## src/rtl/avst_packet_arbiter.sv

```systemverilog
// Packet-level round-robin arbiter for NUM_INPUTS Avalon-ST sources; grant held SOP..accepted EOP.
// Optional per-source packet counters are enabled by defining AVST_ARB_STATS_EN.
module avst_packet_arbiter #(
    parameter int NUM_INPUTS = 4,
    parameter int SEL_W      = $clog2(NUM_INPUTS),
    parameter int STAT_W     = 16
) (
    input  logic                  clk,
    input  logic                  reset_n,
    input  logic [NUM_INPUTS-1:0] in_valid_i,
    input  logic [NUM_INPUTS-1:0] in_sop_i,
    input  logic [NUM_INPUTS-1:0] in_eop_i,
    output logic [NUM_INPUTS-1:0] in_ready_o,
    input  logic                  out_ready_i,
    output logic                  out_valid_o,
    output logic [NUM_INPUTS-1:0] grant_o,
    output logic [SEL_W-1:0]      sel_o,
    output logic                  busy_o,
    output logic                  sop_err_o
`ifdef AVST_ARB_STATS_EN
    ,
    input  logic [SEL_W-1:0]      stat_sel_i,
    output logic [STAT_W-1:0]     stat_pkts_o
`endif
);

    typedef enum logic {IDLE, LOCKED} state_e;

    state_e                  state_q, state_d;
    logic [NUM_INPUTS-1:0]   grant_q, grant_d;
    logic [SEL_W-1:0]        sel_q, sel_d;
    logic [SEL_W-1:0]        ptr_q, ptr_d;
    logic                    firstBeat_q, firstBeat_d;
    logic                    sopErr_q, sopErr_d;

    logic [NUM_INPUTS-1:0]   req;
    logic                    anyReq;
    logic                    locked;
    logic                    accept;
    logic                    eopAccept;
    logic                    load;
    logic                    found;
    logic [SEL_W-1:0]        winIdx;

    assign req       = in_valid_i & in_sop_i;
    assign anyReq    = |req;
    assign locked    = (state_q == LOCKED);

    assign out_valid_o = locked & |(in_valid_i & grant_q);
    assign in_ready_o  = locked ? (grant_q & {NUM_INPUTS{out_ready_i}}) : '0;
    assign accept      = out_valid_o & out_ready_i;
    assign eopAccept   = accept & in_eop_i[sel_q];

    assign grant_o   = grant_q;
    assign sel_o     = sel_q;
    assign busy_o    = locked;
    assign sop_err_o = sopErr_q;

    // Search starts just after the last winner, so the previous owner ranks last.
    always_comb begin
        found  = 1'b0;
        winIdx = '0;
        for (int k = 1; k <= NUM_INPUTS; k++) begin
            if (!found && req[(int'(ptr_q) + k) % NUM_INPUTS]) begin
                found  = 1'b1;
                winIdx = SEL_W'((int'(ptr_q) + k) % NUM_INPUTS);
            end
        end
    end

    always_comb begin
        state_d     = state_q;
        grant_d     = grant_q;
        sel_d       = sel_q;
        ptr_d       = ptr_q;
        firstBeat_d = firstBeat_q;
        sopErr_d    = sopErr_q;
        load        = 1'b0;
        case (state_q)
            IDLE: begin
                if (anyReq) load = 1'b1;
            end
            LOCKED: begin
                if (accept && firstBeat_q) begin
                    firstBeat_d = 1'b0;
                    if (!in_sop_i[sel_q]) sopErr_d = 1'b1;
                end
                if (eopAccept) begin
                    if (anyReq) begin
                        load = 1'b1;
                    end else begin
                        state_d = IDLE;
                        grant_d = '0;
                    end
                end
            end
            default: state_d = IDLE;
        endcase
        // A fresh grant re-arms the first-beat SOP check, overriding the release above.
        if (load) begin
            state_d     = LOCKED;
            grant_d     = {{(NUM_INPUTS-1){1'b0}}, 1'b1} << winIdx;
            sel_d       = winIdx;
            ptr_d       = winIdx;
            firstBeat_d = 1'b1;
        end
    end

    always_ff @(posedge clk or negedge reset_n) begin
        if (!reset_n) begin
            state_q     <= IDLE;
            grant_q     <= '0;
            sel_q       <= '0;
            ptr_q       <= SEL_W'(NUM_INPUTS - 1);
            firstBeat_q <= 1'b0;
            sopErr_q    <= 1'b0;
        end else begin
            state_q     <= state_d;
            grant_q     <= grant_d;
            sel_q       <= sel_d;
            ptr_q       <= ptr_d;
            firstBeat_q <= firstBeat_d;
            sopErr_q    <= sopErr_d;
        end
    end

`ifdef AVST_ARB_STATS_EN
    logic [STAT_W-1:0] statCnt_q [NUM_INPUTS];
    logic [STAT_W-1:0] statPkts_q;

    // Counters saturate at all-ones; readback is registered.
    always_ff @(posedge clk or negedge reset_n) begin
        if (!reset_n) begin
            for (int i = 0; i < NUM_INPUTS; i++) statCnt_q[i] <= '0;
            statPkts_q <= '0;
        end else begin
            if (eopAccept && (statCnt_q[sel_q] != '1))
                statCnt_q[sel_q] <= statCnt_q[sel_q] + STAT_W'(1);
            statPkts_q <= statCnt_q[stat_sel_i];
        end
    end

    assign stat_pkts_o = statPkts_q;
`endif

endmodule

```

## config.mk

```make
export PLATFORM = sky130hd
export DESIGN_NAME = avst_packet_arbiter
export DESIGN_NICKNAME = d
export VERILOG_FILES = /design/src/rtl/avst_packet_arbiter.sv
export SDC_FILE = /design/constraint.sdc
export NUM_CORES = 1
export LEC_CHECK = 0
export ABC_AREA = 0
export CAP_MARGIN = 25
export CORE_UTILIZATION = 40
export DETAILED_ROUTE_END_ITERATION = 6
export PLACE_DENSITY = 0.75
export SYNTH_ARGS = -nofsm -noshare
export SYNTH_HDL_FRONTEND = slang
export SYNTH_SLANG_ARGS = --single-unit
```

## constraint.sdc

```tcl
create_clock -name clk -period 2.2 [get_ports clk]
set_input_delay 0.22 -clock clk [delete_from_list [all_inputs] [get_ports clk]]
set_output_delay 0.22 -clock clk [all_outputs]
set_load 0.03 [all_outputs]
```

Word-level counts from Yosys, hierarchy flattened. Cells that the tools add are included.

Add/sub/neg operators: 4. Reduce and logical (&&, ||, !) cells: 19. Magnitude comparators: 5. Equal/unequal tests: 1. Muxes and demuxes: 37. Bitwise operators: 12. Shifts and indexed selects: 1.

Operator list (number): $mux 1 (21); $mux 4 (5); $lt 3x4->1 const B (4); $and 4x4->4 (3); $bmux 1 s2 (6); $mux 2 (4); $reduce_or 2->1 (4); $reduce_or 4->1 (2); $reduce_and 3->1 (2); $reduce_bool 2->1 (3); $add 2x1->2 const B (2); $add 2x2->2 const B (2); $and 1x1->1 const A (4); $logic_and 1x1->1 (4); $shl 1x2->4 const A (1); $and 1x1->1 (3); $logic_not 1->1 (3); $lt 2x3->1 const B (1); $ne 2x1->1 const B (1); $not 1->1 (2); $pmux 1 s2 (1); $reduce_and 2->1 (1).

Flip-flop bits (word level): 11. Input port bits: 15.

Depth between registers and ports, before layout.
Word-level depth: 18. Gate-level depth with buffers: 5.

Worst setup path before layout. No wires, ideal clock.

Path type: register -> register. From: register sel_q[0], in the netlist sel_o[0]. To: register grant_q[1], in the netlist grant_o[1]. Data required time: 2078 ps. Library setup time: 122 ps. Setup slack: 382 ps. Path buffers: 0. Data arrival time: 1696 ps. Cell stages (with the launch flop): 5. Cell sequence: dfrtp_1 -> mux4_2 -> a31o_1 -> nor2b_4 -> a32o_1.

Word-level cells in the longest chain between the ends: 7. Elaborated cells between the ends (all ways): 10.

RTL lines: start, declared (RTL line 31) `logic [SEL_W-1:0] sel_q, sel_d;`; start signal, assigned (RTL line 120) `sel_q <= sel_d;`; $bmux 1 s2 (*) (RTL line 52) `assign eopAccept = accept & in_eop_i[sel_q];`; $mux 1 (not written as such) (*) (RTL line 52); $and 1x1->1 (*) (RTL line 52); $mux 1 (RTL line 88) `if (eopAccept) begin`; $pmux 1 s2 (RTL line 79) `case (state_q)`; $ne 2x1->1 (no source line) or $reduce_bool 2->1 (tied branches); $reduce_and 3->1 (no source line); end signal, assigned (RTL line 119) `grant_q <= grant_d;`; end, declared (RTL line 30) `logic [NUM_INPUTS-1:0] grant_q, grant_d;`.

Every way passes the cells marked *; elsewhere a longest branch is shown, timed or not. The select of a mux whose other input is x is not followed. A chain may end at the register's enable or synchronous reset.

Worst setup path in the final report.
From: input port in_valid_i[0]. To: output port out_valid_o.

Word-level cells in the longest chain between the ends: 3.

RTL lines: start, declared (RTL line 10) `input logic [NUM_INPUTS-1:0] in_valid_i,`; $and 4x4->4 (RTL line 49) `assign out_valid_o = locked & |(in_valid_i & grant_q);`; $reduce_or 4->1 (RTL line 49); $and 1x1->1 (RTL line 49); end, declared (RTL line 15) `output logic out_valid_o,`.

Every way passes these cells.

==> results.sh <==
export IMPL_grt_pass1_wl_um=2790
export IMPL_synthAdderAreaFrac_pct=0
export IMPL_internal_power_uw=688
export IMPL_rsz0062_at_grt="false"
export IMPL_p_seq_share_pct=32.9
export IMPL_nets=109
export IMPL_timing_final_crit_share_pct=87.8
export IMPL_num_antenna_cells=0
export IMPL_crit_family="buffers and inverters"
export IMPL_tightest_slew_ps=834
export IMPL_hold_buffers=0
export IMPL_die_x_um=41.5
export IMPL_final_layout_size_suffix_gt1_share_pct=9.68
export IMPL_path_common_cell="clkdlybuf4s50_1"
export IMPL_yosysUniqueCellTypes=23
export IMPL_wl_per_cell_um=15.0
export IMPL_drv_slew=0
export IMPL_multi_input_area_sq_um=324
export IMPL_sw_frac_of_total_pct=43.0
export IMPL_yosysSeqAreaShare_pct=44.5
export IMPL_comb_power_share_pct=56.0
export IMPL_wirelength_um=1630
export IMPL_p_sw_uw=519
export IMPL_syn_inst=62
export IMPL_r2r_end="grant_o[1]$_DFFE_PN0P_"
export IMPL_dpl_hpwl_um=1290
export IMPL_cp_end_kind="primary output"
export IMPL_cts_root_buf="clkbuf_4"
export IMPL_regArea_sq_um=278
export IMPL_finalHoldViolCount=0
export IMPL_synth_net_count=77
export IMPL_peakVddDrop_v=0.000834
export IMPL_synth_simple_area_share_pct=17.0
export IMPL_antenna_found_initial=0
export IMPL_cpPeakStageDelay_ps=690
export IMPL_yosys_warnings=0
export IMPL_gr_total_overflow=0
export IMPL_area_delta_synth_final_pct=50.5
export IMPL_cp_max_fo=3
export IMPL_pwr_share_clk_pct=11.1
export IMPL_critPathSlowestCell="clkdlybuf4s50_1"
export IMPL_ys_ff_latch=11
export IMPL_io_pins=28
export IMPL_grtUsageTotal_pct=21.0
export IMPL_drt_initial_drc_count=14
export IMPL_crit_required_ps=1980
export IMPL_clock_skew_ps=1.97
export IMPL_synth_compound_area_share_pct=27.7
export IMPL_ys_top_cells_by_area="dfrtp_1, dfstp_2, mux4_2"
export IMPL_cts_setup_buffers=0
export IMPL_min_period_ps=1930
export IMPL_ys_async_sr_fraction_pct=100
export IMPL_yosysTopAreaCell="dfrtp_1"
export IMPL_netlist_area_sq_um=624
export IMPL_cp_arrival_ps=1710
export IMPL_setup_viol=0
export IMPL_drv_cap=0
export IMPL_chipHeight_um=41.5
export IMPL_grt_pass1_vias=642
export IMPL_yosysMostFrequentCell="dfrtp_1"
export IMPL_path_clk_slew_ps=70
export IMPL_max_freq_mhz=518
export IMPL_clockBufferDepth=2
export IMPL_fp_row_count=13
export IMPL_cp_cell_sequence="clkdlybuf4s50_1 -> a22oi_1 -> a21oi_1 -> clkdlybuf4s50_1"
export IMPL_initial_core_util_pct=45.2
export IMPL_portBuffers=27
export IMPL_synth_top_family_by_area="compound AO/OA/AOI/OAI gates"
export IMPL_drt_drc_violations_left=0
export IMPL_r2r_cells=4
export IMPL_tns_ps=0
export IMPL_slew_headroom_pct=43.5
export IMPL_grt_max_degree=12
export IMPL_synth_edf_count=0
export IMPL_htree_levels=1
export IMPL_crit_cells=4
export IMPL_die_area_sq_um=1720
export IMPL_r2r_setup_slack_ps=470
export IMPL_vias=615
export IMPL_clk_latency_ps=260
export IMPL_design_core_area_sq_um=1380
export IMPL_vias_per_cell=5.69
export IMPL_synth_mux_area_share_pct=7.21
export IMPL_r2r_start="sel_o[0]$_DFFE_PN0P_"
export IMPL_p_leak_nw=0.404
export IMPL_ant_nets=0
export IMPL_worstSetupPathType="primary input to primary output"
export IMPL_cts_tree="yes"
export IMPL_cts_num_sinks=11
export IMPL_drtPass1Iterations=4
export IMPL_cts_resized=0
export IMPL_synth_common_cells="dfrtp_1, nand2_1, inv_1, a21oi_1, and3_1"
export IMPL_syn_avg_cell_area_sq_um=10.1
export IMPL_fill_cells=109
export IMPL_total_power_mw=1.21
export IMPL_start_kind="primary input"
export IMPL_synth_xor_area_share_pct=0
export IMPL_status="completed"
export IMPL_p_per_area_nw_per_um2=1290
export IMPL_routabilityCongestion=0.787
export IMPL_hold_path_class="primary input to asynchronous set/reset pin"
export IMPL_ys_flop_type="dfrtp_1"
export IMPL_cts_made_buffers=3
export IMPL_netlist_area_leader_share_pct=36.1
export IMPL_crit_buf_inv=2
registers in the layout, indices dropped and copies added, names as in the netlist:
register and flops:
sel_o 2, firstBeat_q 1, grant_o 4, ptr_q 2, sop_err_o 1, busy_o 1
logic make-up (layout without fill, tap and decap cells):
kind of cell	count (synthesis)	after routing
buf+inv	6	37
compound gates	23	23
simple gates	20	20
mux	2	2
flops	11	11
power groups by stage:
stage | logic (mW) | registers (mW) | clock network [mW]
finish | 0.676 | 0.398 | 0.134
global route | 0.722 | 0.409 | 0.152
CTS | 0.681 | 0.397 | 0.135
detailed placement | 0.678 | 0.400 | 0
global placement | 0.670 | 0.396 | 0
floorplan | 0.312 | 0.492 | 0
cell type report:
cell class                 instances  area share [%]
timing repair buffer              27            28.8
sequential                        11            29.6
inverter                           6            2.40
clock buffer                       4            2.80
tap                               15            2.00
multi-input combinational         45            34.5
cells in the final DEF, fill, tap and decap left out, drive strengths merged:
| master | instances |
|---|---|
| nand3 | 1 |
| a32o | 1 |
| o21ai | 1 |
| clkdlybuf4s50 | 27 |
| a21oi | 4 |
| nor2 | 2 |
| o31ai | 1 |
| and2 | 3 |
| mux4 | 2 |
| inv | 6 |
| a22oi | 3 |
| nand2 | 8 |
| a31o | 1 |
| o22ai | 3 |
| o21a | 2 |
| and3 | 4 |
| a21o | 2 |
| a2bb2oi | 1 |
| dfrtp | 9 |
| o311ai | 1 |
| dfstp | 2 |
| o221ai | 3 |
| clkbuf | 4 |
| nand2b | 1 |
| nor2b | 1 |
routing by layer:
layer | vias up | GRT usage, % | wire length [um]
met5 | - | 0 | 0
met4 | 0 | 9.68 | 30
met3 | 5 | 3.48 | 104
met2 | 27 | 34.4 | 750
met1 | 286 | 26.9 | 740
li1 | 297 | - | -
worst max-delay path by stage:
stage                                       from                     end  slack (ps)
after floorplan             sel_o[0]$_DFFE_PN0P_  grant_o[1]$_DFFE_PN0P_         380
after global placement               in_sop_i[1]  grant_o[0]$_DFFE_PN0P_         250
after detailed placement             in_sop_i[1]  grant_o[0]$_DFFE_PN0P_         240
after CTS                          in_valid_i[0]             out_valid_o         270
after global routing      grant_o[1]$_DFFE_PN0P_             out_valid_o         190
final                              in_valid_i[0]             out_valid_o         270
per-stage QoR:
stage,util (%),instance area [sq um],setup WS [ps],hold WS [ps],std cells
after floorplan,-,624,382,-75.6,62
after global placement,66.1,913,246,437,104
after detailed placement,66.1,913,242,443,104
after CTS,68.0,940,268,288,108
after global routing,68.0,940,187,309,108
final,68.0,940,268,272,108
(Power assumes the default switching activity.)
